<file path="config.mk">
export PLATFORM = sky130hd
export DESIGN_NAME = fifo_rd_adapter
export DESIGN_NICKNAME = d
export VERILOG_FILES = /design/src/rtl/fifo_rd_adapter_pkg.sv /design/src/rtl/fifo_rd_skid_buf.sv /design/src/rtl/fifo_rd_adapter.sv
export SDC_FILE = /design/constraint.sdc
export NUM_CORES = 1
export LEC_CHECK = 0
export ABC_AREA = 1
export BUFFER_PORTS_ARGS = -buffer_cell sky130_fd_sc_hd__buf_2
export CORE_ASPECT_RATIO = 0.7
export CORE_MARGIN = 8
export CORE_UTILIZATION = 48
export CTS_BUF_LIST = sky130_fd_sc_hd__clkbuf_4 sky130_fd_sc_hd__clkbuf_8
export CTS_CLUSTER_SIZE = 8
export DETAILED_ROUTE_END_ITERATION = 8
export HOLD_SLACK_MARGIN = 0.05
export PLACE_DENSITY = 0.72
export SLEW_MARGIN = 20
export SYNTH_ARGS = -nofsm -noshare
export SYNTH_HDL_FRONTEND = slang
export SYNTH_SLANG_ARGS = --single-unit
</file>
<file path="constraint.sdc">
create_clock -name rd_clk -period 1.8 [get_ports rd_clk]
set_clock_uncertainty 0.05 [all_clocks]
set_input_delay 0 -clock rd_clk [delete_from_list [all_inputs] [get_ports rd_clk]]
set_output_delay 0 -clock rd_clk [all_outputs]
set_load 0.01 [all_outputs]
</file>
<file path="src/rtl/fifo_rd_adapter_pkg.sv">
// Shared types and constants for the FIFO read adapter.
// The occupancy state enum doubles as the buffered word count.
package fifo_rd_adapter_pkg;

  localparam int BUF_DEPTH = 2;

  typedef enum logic [1:0] {
    S_EMPTY = 2'd0,
    S_ONE   = 2'd1,
    S_TWO   = 2'd2
  } occ_state_e;

  function automatic logic [1:0] occ_of(input occ_state_e s);
    return s;
  endfunction

endpackage

</file>
<file path="src/rtl/fifo_rd_skid_buf.sv">
// Two-entry word store for the FIFO read adapter: write at tail, read at head.
// The head entry is driven straight from registers, so rd_data_o has no path from wr_data_i.
module fifo_rd_skid_buf #(
  parameter int DATA_WIDTH = 32,
  parameter int BUF_DEPTH  = 2
) (
  input  logic                  clk,
  input  logic                  rst_n,
  input  logic                  flush_i,
  input  logic                  wr_en_i,
  input  logic [DATA_WIDTH-1:0] wr_data_i,
  input  logic                  rd_en_i,
  output logic [DATA_WIDTH-1:0] rd_data_o
);

  localparam int PTR_W = $clog2(BUF_DEPTH);

  logic [DATA_WIDTH-1:0] mem_q [BUF_DEPTH];
  logic [PTR_W-1:0]      head_q;
  logic [PTR_W-1:0]      tail_q;

  always_ff @(posedge clk or negedge rst_n) begin
    if (!rst_n) begin
      for (int i = 0; i < BUF_DEPTH; i++) mem_q[i] <= '0;
      head_q <= '0;
      tail_q <= '0;
    end else if (flush_i) begin
      head_q <= '0;
      tail_q <= '0;
    end else begin
      if (wr_en_i) begin
        mem_q[tail_q] <= wr_data_i;
        tail_q        <= tail_q + 1'b1;
      end
      if (rd_en_i) head_q <= head_q + 1'b1;
    end
  end

  assign rd_data_o = mem_q[head_q];

endmodule

</file>
<file path="src/rtl/fifo_rd_adapter.sv">
// Converts a 1-cycle-latency FIFO read port into a valid/ready stream with a 2-word buffer.
// Optional FIFO_RD_ADAPTER_STATS_EN adds beat_cnt (wrapping) and stall_cnt (saturating).
//
// state   | meaning
// S_EMPTY | no buffered word, m_valid=0
// S_ONE   | one buffered word
// S_TWO   | buffer full
module fifo_rd_adapter #(
  parameter int DATA_WIDTH = 32,
  parameter int BUF_DEPTH  = 2
) (
  input  logic                  rd_clk,
  input  logic                  rst_n,
  input  logic                  fifo_empty,
  input  logic [DATA_WIDTH-1:0] fifo_dout,
  output logic                  fifo_rd_en,
  input  logic                  flush,
  output logic                  m_valid,
  input  logic                  m_ready,
  output logic [DATA_WIDTH-1:0] m_data
`ifdef FIFO_RD_ADAPTER_STATS_EN
  ,
  output logic [31:0]           beat_cnt,
  output logic [31:0]           stall_cnt
`endif
);

  import fifo_rd_adapter_pkg::*;

  occ_state_e state_q, state_d;
  logic       infl_q, infl_d;
  logic [1:0] occ;
  logic       drain;
  logic       capture;

  assign occ     = occ_of(state_q);
  assign m_valid = (state_q != S_EMPTY);
  assign drain   = m_valid && m_ready;
  // A word arriving during a flush cycle is dropped rather than stored.
  assign capture = infl_q && !flush;

  // occ + infl - drain < 2, rearranged to avoid a subtraction; rst_n gating keeps pops off during reset.
  assign fifo_rd_en = rst_n && !fifo_empty && !flush &&
                      (({1'b0, occ} + {2'b00, infl_q}) < (3'd2 + {2'b00, drain}));

  always_ff @(posedge rd_clk or negedge rst_n) begin
    if (!rst_n) begin
      state_q <= S_EMPTY;
      infl_q  <= 1'b0;
    end else begin
      state_q <= state_d;
      infl_q  <= infl_d;
    end
  end

  always_comb begin
    state_d = state_q;
    infl_d  = fifo_rd_en;
    if (flush) begin
      state_d = S_EMPTY;
      infl_d  = 1'b0;
    end else if (capture && !drain) begin
      case (state_q)
        S_EMPTY: state_d = S_ONE;
        default: state_d = S_TWO;
      endcase
    end else if (!capture && drain) begin
      case (state_q)
        S_TWO:   state_d = S_ONE;
        default: state_d = S_EMPTY;
      endcase
    end
  end

  fifo_rd_skid_buf #(
    .DATA_WIDTH (DATA_WIDTH),
    .BUF_DEPTH  (BUF_DEPTH)
  ) u_skid_buf (
    .clk       (rd_clk),
    .rst_n     (rst_n),
    .flush_i   (flush),
    .wr_en_i   (capture),
    .wr_data_i (fifo_dout),
    .rd_en_i   (drain),
    .rd_data_o (m_data)
  );

`ifdef FIFO_RD_ADAPTER_STATS_EN
  logic [31:0] beat_cnt_q;
  logic [31:0] stall_cnt_q;

  always_ff @(posedge rd_clk or negedge rst_n) begin
    if (!rst_n) begin
      beat_cnt_q  <= '0;
      stall_cnt_q <= '0;
    end else begin
      if (drain) beat_cnt_q <= beat_cnt_q + 32'd1;
      if (m_valid && !m_ready && (stall_cnt_q != 32'hFFFF_FFFF))
        stall_cnt_q <= stall_cnt_q + 32'd1;
    end
  end

  assign beat_cnt  = beat_cnt_q;
  assign stall_cnt = stall_cnt_q;
`endif

endmodule

</file>
After elaboration in Yosys (flattened, before gate mapping). Cells that the tools add are included.

Add/subtract/negate cells: 4. Reduce and logical (&&, ||, !) cells: 18. Magnitude comparators: 4. Mux-type cells: 16. Bitwise logic cells: 3. Equality and inequality tests: 1.

Operators with widths (number): 32-bit two-way mux (4); 64-bit bitwise mux (1); 32-bit demux with 1-bit select (1); 1-bit logical AND (8); 2-bit two-way mux (4); 1-bit two-way mux (6); 2-bit nonzero test (3); 2-bit >= comparator (second input constant) (2); 1-bit zero test (4); 1-bit inverter with 2-bit output (2); 2-bit by 1-bit adder with 3-bit output (1); 2-bit by 1-bit adder with 3-bit output (first input constant) (1); 3-bit less-than comparator (1); 3-bit nonzero test (1); 1-bit adder (second input constant) (2); 2-bit == test (second input constant) (1); 2-bit zero test (1); 2-bit by 1-bit less-than comparator with 1-bit output (second input constant) (1); 2-bit AND reduction (1); 1-bit inverter (1).

Input bits: 37. Bits in registers: 69. Logic and storage cells: 52. Output and inout port bits: 34.

Depth between registers and ports, before layout.
Word-level depth: 7. Depth in mapped cells: 7. Gate-level depth less buffers: 7.

By module. A second synthesis with hierarchy kept.

Cells, all modules: 427. Area total of the unflattened synthesis: 3525.9 um^2.

By module, submodules not included: fifo_rd_skid_buf (area each 3303.2 um^2, seq. area each 1651.6 um^2, cells an instance 396, times used 1); fifo_rd_adapter (area each 222.7 um^2, seq. area each 75.1 um^2, cells an instance 31, times used 1).

Worst setup path before layout. No wires, ideal clock.

Path kind: register to output. From: register state_q[0] (netlist: occ[0]). To: output fifo_rd_en. Path buffers: 0. Data arrival time: 1.172 ns. Cell stages (with the launch flop): 4. Path slack: 0.578 ns. Path through: dfrtp_1 > ha_1 > or2_2 > a21oi_1.

Cells in the longest elaborated chain, start to end: 5.

Ends and longest elaborated chain: start, declared (line fifo_rd_adapter.sv:30) `occ_state_e state_q, state_d;`; start signal, assigned (line fifo_rd_adapter.sv:51) `state_q <= state_d;`; 2-bit nonzero test (line fifo_rd_adapter.sv:37) `assign m_valid = (state_q != S_EMPTY);`; 1-bit logical AND (line fifo_rd_adapter.sv:38) `assign drain = m_valid && m_ready;`; 2-bit by 1-bit adder with 3-bit output (line fifo_rd_adapter.sv:44) `(({1'b0, occ} + {2'b00, infl_q}) < (3'd2 + {2'b00, drain}));`; 3-bit less-than comparator * (line fifo_rd_adapter.sv:44); 1-bit logical AND * (line fifo_rd_adapter.sv:43) `assign fifo_rd_en = rst_n && !fifo_empty && !flush &&`; end, declared (line fifo_rd_adapter.sv:16) `output logic fifo_rd_en,`.

Every way passes the cells marked *; elsewhere a longest branch is shown, timed or not.

Worst setup path after layout. Ends and elaborated chain as after synthesis.

==> impl_metrics.yaml <==
logic_synthesis:
  synth_warnings: 0
  synthCells: 379
  ys_ff_latch: 69
  synthMuxAreaShare: 0
  synth_compound_area_frac: 0.136
  synth_top_family_by_area: "simple AND/OR/NAND/NOR gates"
  avgSynthCellArea_sq_um: 8.53
  synth_top_area_cell: "dfrtp_1"
  netlist.area_leader.share: 0.534
  syn_area_sq_um: 3230
  seq_area_frac_synth: 0.534
  synth_area_leaders: "dfrtp_1 (53%), nand2_1 (18%), o21ai_2 (6.5%), o21ai_1 (6.3%), inv_1 (4.2%)"
  synth_xor_area_frac: 0
  yosys.area_share.simple: 0.224
  synth_cell_type_count: 18
  synthesis.nets: 418
  synth-adder-area-share: 0.00774
route:
  met3_length_microns: 542
  wl_met2_microns: 3520
  drt_wl_total_microns: 7720
  drt-pass1-iter-count: 5
  final_antenna_net_count: 0
  drt-initial-drc-count: 210
  vias: 2755
  routed_via_density: 4.71
  wl_met1_microns: 3570
  wl_per_cell_microns: 13.2
  top_layer_used: "met4"
  drcViolationCount: 0
sta:
  hold_viol_final: 0
  fin_crit_sh: 0.924
  setup_viol: 0
  fin_ws_ns: 0.136
  final_max_slew_viol_count: 0
  fin_crit_ns: 1.66
  tns_ns: 0
  rsz0062_at_grt: "false"
  worst_pin_slew_ns: 0.407
  timing.fmax_ghz: 0.601
  slew_headroom: 0.728
power_and_ir_drop:
  leakagePower_uw: 0.00231
  powerDensity_nw_per_um2: 994
  total_power_uw: 4190
  ir_drop_mv: 0.498
layout:
  fillers: 617
  diodes: 0
  final_cell_mix: "nand2_1 (156), buf_2 (70), dfrtp_1 (69), o21ai_1 (41)"
  nNetsFinal: 525
  syn_to_final_growth_pct: 30.5
  layout_commonest_cell: "nand2_1"
  layout-drive-gt1-share: 0.277
  stdcell_count: 585
setup_path:
  critPathRequiredTime_ns: 1.75
  crit_family: "flip-flops"
  path_buf_inv: 1
  critPathCaptureType: "primary output"
  worst_path_max_delay_cell: "dfrtp_1"
  crit_chain: "ha_1 -> ha_1 -> nor2_1 -> nand3_1 -> a21oi_1 -> buf_2"
  crit_path_max_incr_delay_ns: 0.41
  worstSetupPathType: "reg -> out"
  cpMostUsedCell: "ha_1"
  cp.arrival_ns: 1.61
  cp-start-kind: "register"
  cp_max_fo: 4
status:
  status: "finished clean"
global_route:
  grt_pass1_wl_microns: 13500
  overflow: 0
  grt_use_total: 0.173
  grt_pass1_vias: 2763
  grt_max_degree: 56
  grt_antenna_before_repair: 0
clocking:
  cts_root_buf: "clkbuf_8"
  clk_pin_slew_ns: 0.08
  clk_path_buf_depth: 2
  clkLatencyLatePin_ns: 0.34
  ctsHtreeMaxLevel: 3
  cts_tree: "built"
  cts_made_buffers: 9
  clock_sink_count: 69
floorplan:
  io_pins: 71
  dieArea_sq_um: 9660
  initial_core_util: 0.488
  die_h_microns: 84.7
  die_w_microns: 114
  core_sq_um: 6630
  fp-row-count: 25
placement:
  port_buffers: 70
  placed_cells: 531
  place_ws_ns: 0.494
  gp_congestion: 0.810
  post-dp-hpwl_microns: 4950
hold_path:
  hp-class: "in -> async"
run:
  drv_cap: 0
[through the flow]
step | cell area, sq um | utilization | hold WS [ns]
floorplan | 3230 | - | -0.346
global placement | 3640 | 0.549 | -0.0955
detailed placement | 3640 | 0.549 | -0.101
CTS | 4200 | 0.634 | 0.0605
global route | 4220 | 0.636 | 0.0809
finish | 4220 | 0.636 | 0.0627
[Yosys cell counts]
cell type  instances
o21ai_2           24
dfrtp_1           69
clkbuf_1           2
nand4_1            1
inv_2              2
o21ai_1           41
nor2_4             1
nand2_1          156
a21oi_1            3
buf_2              6
buf_6             12
o21ai_0            2
inv_1             36
nand3_1            6
nand2_2           12
ha_1               2
or2_2              1
nor2_1             3
[cell type report]
class | instances | area [sq um] | area share
Clock inverter | 5 | 58.8 | 0.0139
Timing Repair Buffer | 116 | 836 | 0.198
Inverter | 38 | 143 | 0.0338
Clock buffer | 11 | 145 | 0.0344
Tap cell | 94 | 118 | 0.0279
Multi-Input combinational cell | 252 | 1190 | 0.282
Sequential cell | 69 | 1730 | 0.409
[timing repair]
item,in CTS,in global routing
hold buffers,36,0
setup buffers,0,2
hold endpoints to repair,138,0
endpoints found under the setup margin,0,1
resized for setup,0,0
[power by group]
| part | switching, uW | leakage (uW) | internal (uW) |
|---|---|---|---|
| registers | 150 | 0.000905 | 1810 |
| logic | 508 | 0.00130 | 434 |
| clock network | 595 | 0.0000994 | 696 |
[flip-flops by register name, indices dropped and copies added, names as in the netlist]
| register | cells |
|---|---|
| occ | 2 |
| u_skid_buf.head_q | 1 |
| infl_q | 1 |
| u_skid_buf.mem_q | 64 |
| u_skid_buf.tail_q | 1 |
[worst register-to-register path, cell delays in order, from the launching register on]
cell and delay (ns):
dfrtp_1 0.41, o21ai_1 0.31, nand2_1 0.15, nand3_1 0.09, nand2_1 0.06, nand2_1 0.06, nand2_1 0.06
[path summary, 6_finish.rpt]
| kind | startpoint | end | slack (ns) | cells after the start |
|---|---|---|---|---|
| min in group rd_clk | fifo_dout[22] | u_skid_buf.mem_q[22]$_DFFE_PN0P_ | 0.41 | 4 |
| max in group asynchronous | rst_n | u_skid_buf.mem_q[17]$_DFFE_PN0P_ | 1.01 | 3 |
| max | occ[0]$_DFFE_PN0P_ | fifo_rd_en | 0.14 | 6 |
| min reg2reg | u_skid_buf.mem_q[29]$_DFFE_PN0P_ | u_skid_buf.mem_q[29]$_DFFE_PN0P_ | 0.44 | 2 |
| min | rst_n | u_skid_buf.mem_q[28]$_DFFE_PN0P_ | 0.06 | 2 |
| max reg2reg | occ[1]$_DFFE_PN0P_ | occ[0]$_DFFE_PN0P_ | 0.50 | 6 |
[layer usage]
layer	GRT usage	vias up
li1	-	1394
met1	0.224	1261
met2	0.266	90
met3	0.0587	10
met4	0.0542	0
met5	0	-
[cell families after synthesis]
logic type / count (synthesis)
AOI/OAI and AO/OA: 70
adders and majority gates: 2
buffers and inverters: 58
DFF: 69
and+or+nand+nor: 180
Power figures use the tool's default switching activity.
